`src/rtl/logs_pwm_demod.sv`:
```
// logs_pwm_demod: recovers multi-bit amplitude samples from a 1-bit PWM stream
// by counting high cycles over a free-running window of WIN clocks. Each window
// result is offered through a one-entry valid/ready buffer; a result that
// arrives while the buffer is still full is dropped and flagged by a sticky
// overrun bit.
//
// Optional feature (macro LOGS_PWM_AVG_EN): deliver the round-half-up average
// of the current and previous window instead of the raw count. The first window
// after reset or after en=0 delivers the raw count.
//
// Ports:
//   clk           clock
//   reset         asynchronous reset, active-high
//   en            demodulator enable; low discards the partial window
//   pwm_in        PWM audio stream (asynchronous to clk)
//   sample        high-cycle count of the last window, 0..WIN
//   sample_valid  sample holds unconsumed data
//   sample_ready  consumer accepts sample on this edge when valid is high
//   overrun       sticky: a window result was dropped
//   overrun_clr   synchronous clear of overrun
module logs_pwm_demod #(
  parameter int unsigned WIN         = 256,
  parameter int unsigned SYNC_STAGES = 2
) (
  input  logic                       clk,
  input  logic                       reset,
  input  logic                       en,
  input  logic                       pwm_in,
  output logic [$clog2(WIN+1)-1:0]   sample,
  output logic                       sample_valid,
  input  logic                       sample_ready,
  output logic                       overrun,
  input  logic                       overrun_clr
);

  localparam int unsigned SW = $clog2(WIN + 1);
  localparam int unsigned CW = $clog2(WIN);
  localparam int unsigned AW = SW + 1;
  localparam logic [CW-1:0] WIN_LAST = CW'(WIN - 1);

  logic          pwm_s;
  logic [CW-1:0] win_cnt;
  logic [SW-1:0] hi_cnt;
  logic          done_c;
  logic [SW-1:0] result_c;
  logic [SW-1:0] deliver_c;

  // Input synchronizer; SYNC_STAGES=0 feeds pwm_in straight through.
  generate
    if (SYNC_STAGES == 0) begin : g_nosync
      assign pwm_s = pwm_in;
    end else begin : g_sync
      logic [SYNC_STAGES-1:0] sync_q;
      always_ff @(posedge clk or posedge reset) begin
        if (reset) begin
          sync_q <= '0;
        end else begin
          sync_q[0] <= pwm_in;
          for (int i = 1; i < int'(SYNC_STAGES); i++) begin
            sync_q[i] <= sync_q[i-1];
          end
        end
      end
      assign pwm_s = sync_q[SYNC_STAGES-1];
    end
  endgenerate

  // The WIN-th counted cycle closes the window; its own bit is folded in here.
  assign done_c   = en && (win_cnt == WIN_LAST);
  assign result_c = hi_cnt + SW'(pwm_s);

`ifdef LOGS_PWM_AVG_EN
  logic [SW-1:0] prev;
  logic          first;
  logic [AW-1:0] avg_sum_c;

  assign avg_sum_c = AW'(result_c) + AW'(prev) + AW'(1);
  assign deliver_c = first ? result_c : avg_sum_c[AW-1:1];

  // History tracks every completed window, including ones the buffer drops.
  always_ff @(posedge clk or posedge reset) begin
    if (reset) begin
      prev  <= '0;
      first <= 1'b1;
    end else if (!en) begin
      first <= 1'b1;
    end else if (done_c) begin
      prev  <= result_c;
      first <= 1'b0;
    end
  end
`else
  assign deliver_c = result_c;
`endif

  // Window and high-cycle counters.
  always_ff @(posedge clk or posedge reset) begin
    if (reset) begin
      win_cnt <= '0;
      hi_cnt  <= '0;
    end else if (!en || done_c) begin
      win_cnt <= '0;
      hi_cnt  <= '0;
    end else begin
      win_cnt <= win_cnt + CW'(1);
      hi_cnt  <= hi_cnt + SW'(pwm_s);
    end
  end

  // One-entry output buffer; a new result may replace data consumed this edge.
  always_ff @(posedge clk or posedge reset) begin
    if (reset) begin
      sample       <= '0;
      sample_valid <= 1'b0;
    end else if (done_c && (!sample_valid || sample_ready)) begin
      sample       <= deliver_c;
      sample_valid <= 1'b1;
    end else if (!done_c && sample_valid && sample_ready) begin
      sample_valid <= 1'b0;
    end
  end

  // Sticky overrun; a set on the same edge as a clear wins.
  always_ff @(posedge clk or posedge reset) begin
    if (reset) begin
      overrun <= 1'b0;
    end else if (done_c && sample_valid && !sample_ready) begin
      overrun <= 1'b1;
    end else if (overrun_clr) begin
      overrun <= 1'b0;
    end
  end

endmodule

```
`config.mk`:
```
export PLATFORM = sky130hd
export DESIGN_NAME = logs_pwm_demod
export DESIGN_NICKNAME = d
export VERILOG_FILES = /design/src/rtl/logs_pwm_demod.sv
export SDC_FILE = /design/constraint.sdc
export NUM_CORES = 1
export LEC_CHECK = 0
export CORE_MARGIN = 10
export CORE_UTILIZATION = 30
export CTS_CLUSTER_SIZE = 24
export DETAILED_ROUTE_END_ITERATION = 10
export GPL_TIMING_DRIVEN = 0
export PLACE_DENSITY = 0.49
export SLEW_MARGIN = 15
export SYNTH_ARGS = -nofsm -noshare
export SYNTH_HDL_FRONTEND = slang
export SYNTH_SLANG_ARGS = --single-unit
```
`constraint.sdc`:
```
create_clock -name clk -period 3.73 [get_ports clk]
set_input_delay 0.5595 -clock clk [delete_from_list [all_inputs] [get_ports clk]]
set_output_delay 0.5595 -clock clk [all_outputs]
set_load 0.03 [all_outputs]
```
==> summary.txt <==
Drt
  – DRT iter0 DRCs: 82
  – DRT Pass-1 Iters: 4
  – Total Wirelength: about 2.5 mm
  – Antenna viol nets, final: 0
  – Via/cell ratio: 4.87
  – DR vias: 940
  – Drt wl/cell: approximately 13 um
  – DR DRC count: 0

Synth
  – Cells after Synth: between 100 and 150
  – Mean Syn Cell Area: 11.0 sq um
  – Synth warn: 0
  – Most frequent cell after synthesis: dfrtp_1
  – Synth area leaders: dfrtp_1, or3_1, nand3_1
  – Area leader, netlist: dfrtp_1
  – Synth Area in XOR/XNOR: under 10%
  – EDFF count, synth: 0
  – Seq cells post-synth: 30
  – Proportion of synthesized area in mux cells: just over 4%
  – Largest family of logic cells by synthesized area: simple AND/OR/NAND/NOR gates
  – Mapped cell area: roughly 0.0013 sq mm
  – Distinct cells, synth: 26
  – Synth Area in Compound Gates: around 11%
  – Post-synthesis sequential area ratio: about 58%
  – Syn Nets: about 130
  – Most instantiated cells after synthesis: dfrtp_1, nor2_1, inv_1, nand3_1
  – Synth Area in Simple Gates: 15.0%
  – Ys async rst share: between 90% and 100%
  – Post-Synth Adder-Cell Area: under 10%
  – Predominant post-synthesis flop cell: dfrtp_1
  – Top-area cell type share of the netlist area: ~58%

Finish
  – Layout cell share with drive strength beyond 1: 9.09%
  – Antenna cells: 0
  – Filler cells: around 420
  – Area growth, synth to finish: 24.1%
  – Post-Layout Inst Area: 0.00162 sq mm
  – Nets: between 150 and 200
  – Final non-filler cell total: roughly 190
  – Final core utilization: around two fifths

Min path
  – HP Class: reg -> reg

Clocking
  – Post-CTS Hold Buffers: 0
  – Post-CTS sizing: 0
  – CTS tree: yes
  – Insertion delay to the later sink of the worst-skew pair: between 0.2 and 0.3 ns
  – CTS Buffer Depth: 2
  – H-tree Lvls: 2
  – Clock root cell: clkbuf_8
  – Sinks on Clock Net: 30
  – Num CTS Buffers: 5
  – Postcts setup bufs: 0
  – Worst-path clk slew: ~0.070 ns

Floorplanning
  – Die area: between 0.007 and 0.008 sq mm
  – Starting Density: a little under a third
  – Die Wd: roughly 86 um
  – # IOs: 17
  – # rows: 23
  – Core Footprint: a little over 0.004 sq mm
  – Die H: 86.0 um

Timing
  – Fin crit period: 1.88 ns
  – Tightest Pin Transition: ~0.62 ns
  – Final setup vio count: 0
  – RSZ-0062 raised after global routing: no
  – Max Slew Vio Count: 0
  – F_max: ~530 MHz
  – Worst rel slew slack: between 50 and 60%
  – Clk_skew: about 0.0094 ns
  – Setup TNS: 0 ns
  – Period utilization: 50.5%
  – Final hold vios: 0

Critical path
  – Crit-path cells: clkdlybuf4s50_1
  – Startpoint type of the worst setup path: flop
  – CP Data Arrival Time: between 1 and 1.5 ns
  – Crit path launch: sample[5]$_DFFE_PP0P_
  – Crit-path leading delay family: buffers and inverters
  – Max FO, Critical Path: 2
  – Crit Reg-Reg Startpoint: win_cnt[0]$_DFF_PP0_
  – Worst path depth: 1
  – Worst path bufs/invs: 1
  – Critical path type: reg -> out
  – Reg2reg end: hi_cnt[7]$_DFF_PP0_
  – Crit path capture type: primary output
  – Crit-path slowest cell: clkdlybuf4s50_1
  – CP Capture Point: sample[5]
  – R2r setup slk: between 2 and 2.5 ns
  – Worst r2r path cells: 6
  – Worst EP required: around 3.2 ns
  – CP peak stage delay: 0.68 ns

Placed design
  – Placed insts: 185
  – DP HPWL: around 1.8 mm
  – Placer Congestion: around 0.7
  – Area after DPL: 0.00153 sq mm
  – IO buf count: 16

Power
  – Pleak: approximately 0.00074 uW
  – Peak supply drop: ~0.00017 V
  – Power per Cell Area: approximately 390 mW/mm^2

Global route
  – Vias in the first global route: 925
  – Initial antenna violation count: 0
  – Largest net degree at the start of global routing: 31
  – First-pass GRT wire length: between 4 and 5 mm
  – Grt ovf: 0
  – Total global-route track usage: ~7.6%

Flow run
  – Number of max-cap violations: 0

Outcome
  – Outcome: completed
## worst min path at each step
| stage | startpoint | to | slack (ns) | depth (start not counted) |
|---|---|---|---|---|
| final | g_sync.sync_q[0]$_DFF_PP0_ | g_sync.sync_q[1]$_DFF_PP0_ | 0.35 | 0 |
| after global routing | g_sync.sync_q[0]$_DFF_PP0_ | g_sync.sync_q[1]$_DFF_PP0_ | 0.38 | 0 |
| after CTS | g_sync.sync_q[0]$_DFF_PP0_ | g_sync.sync_q[1]$_DFF_PP0_ | 0.35 | 0 |
| after detailed placement | g_sync.sync_q[0]$_DFF_PP0_ | g_sync.sync_q[1]$_DFF_PP0_ | 0.34 | 0 |
| after global placement | g_sync.sync_q[0]$_DFF_PP0_ | g_sync.sync_q[1]$_DFF_PP0_ | 0.34 | 0 |
| after floorplan | g_sync.sync_q[0]$_DFF_PP0_ | g_sync.sync_q[1]$_DFF_PP0_ | 0.33 | 0 |
## cell type report
class	count	area, sq um	area share, %
sequential	30	751	46.4
multi-input combinational	75	482	29.8
timing repair buffer	16	160	9.89
clock buffer	7	86.3	5.33
tap	50	62.6	3.86
buffer	5	38.8	2.40
inverter	9	33.8	2.09
clock inverter	1	5.00	0.309
## placed cells by master (no fill, tap or decap), types with 3 or more instances in the layout
master / instances
a21oi_1: 7
a31oi_1: 4
a41oi_1: 4
clkbuf_8: 6
clkdlybuf4s50_1: 16
dfrtp_1: 30
ha_1: 3
inv_1: 8
mux2i_1: 3
nand2_1: 5
nand3_1: 8
nor2_1: 10
o21ai_0: 7
or3_1: 7
xor2_1: 4
## logic make-up after synthesis
kind of cell             after synthesis
adder cells (fa/ha/maj)                3
multiplexers                           5
XOR/XNOR                               6
AND/OR/NAND/NOR                       37
buffers and inverters                 14
flip-flops                            30
AO/OA/AOI/OAI                         24
## sequential cells by signal, indices dropped and copies added (netlist names)
register,cells
sample_valid,1
sample,9
overrun,1
hi_cnt,9
win_cnt,8
g_sync.sync_q,2
## metrics by stage
stage / total power, uW / hold slack, ns / worst slack, ns
finish: 630 / 0.349 / 1.85
global route: 667 / 0.378 / 1.79
CTS: 641 / 0.353 / 1.83
detailed placement: 372 / 0.339 / 1.69
global placement: 371 / 0.337 / 1.68
floorplan: 359 / 0.331 / 2.24
## routing by layer
layer	vias up	routed length [um]	track usage [%]
met5	-	0	0
met4	0	51	4.04
met3	6	232	4.16
li1	464	-	-
met2	27	1050	10.1
met1	443	1210	9.31
## worst reg2reg max path, cell delays in order (launching register included)
cell      delay (ns)
dfrtp_1         0.39
ha_1            0.26
and3_1          0.18
clkbuf_2        0.16
a21o_1          0.28
buf_4           0.20
a21oi_1         0.12
## power by group
part | switching, uW | internal (uW)
clock | 117 | 149
sequential | 3.71 | 332
combinational | 17.6 | 11.7
No activity file was read; power rests on OpenSTA's default activity.
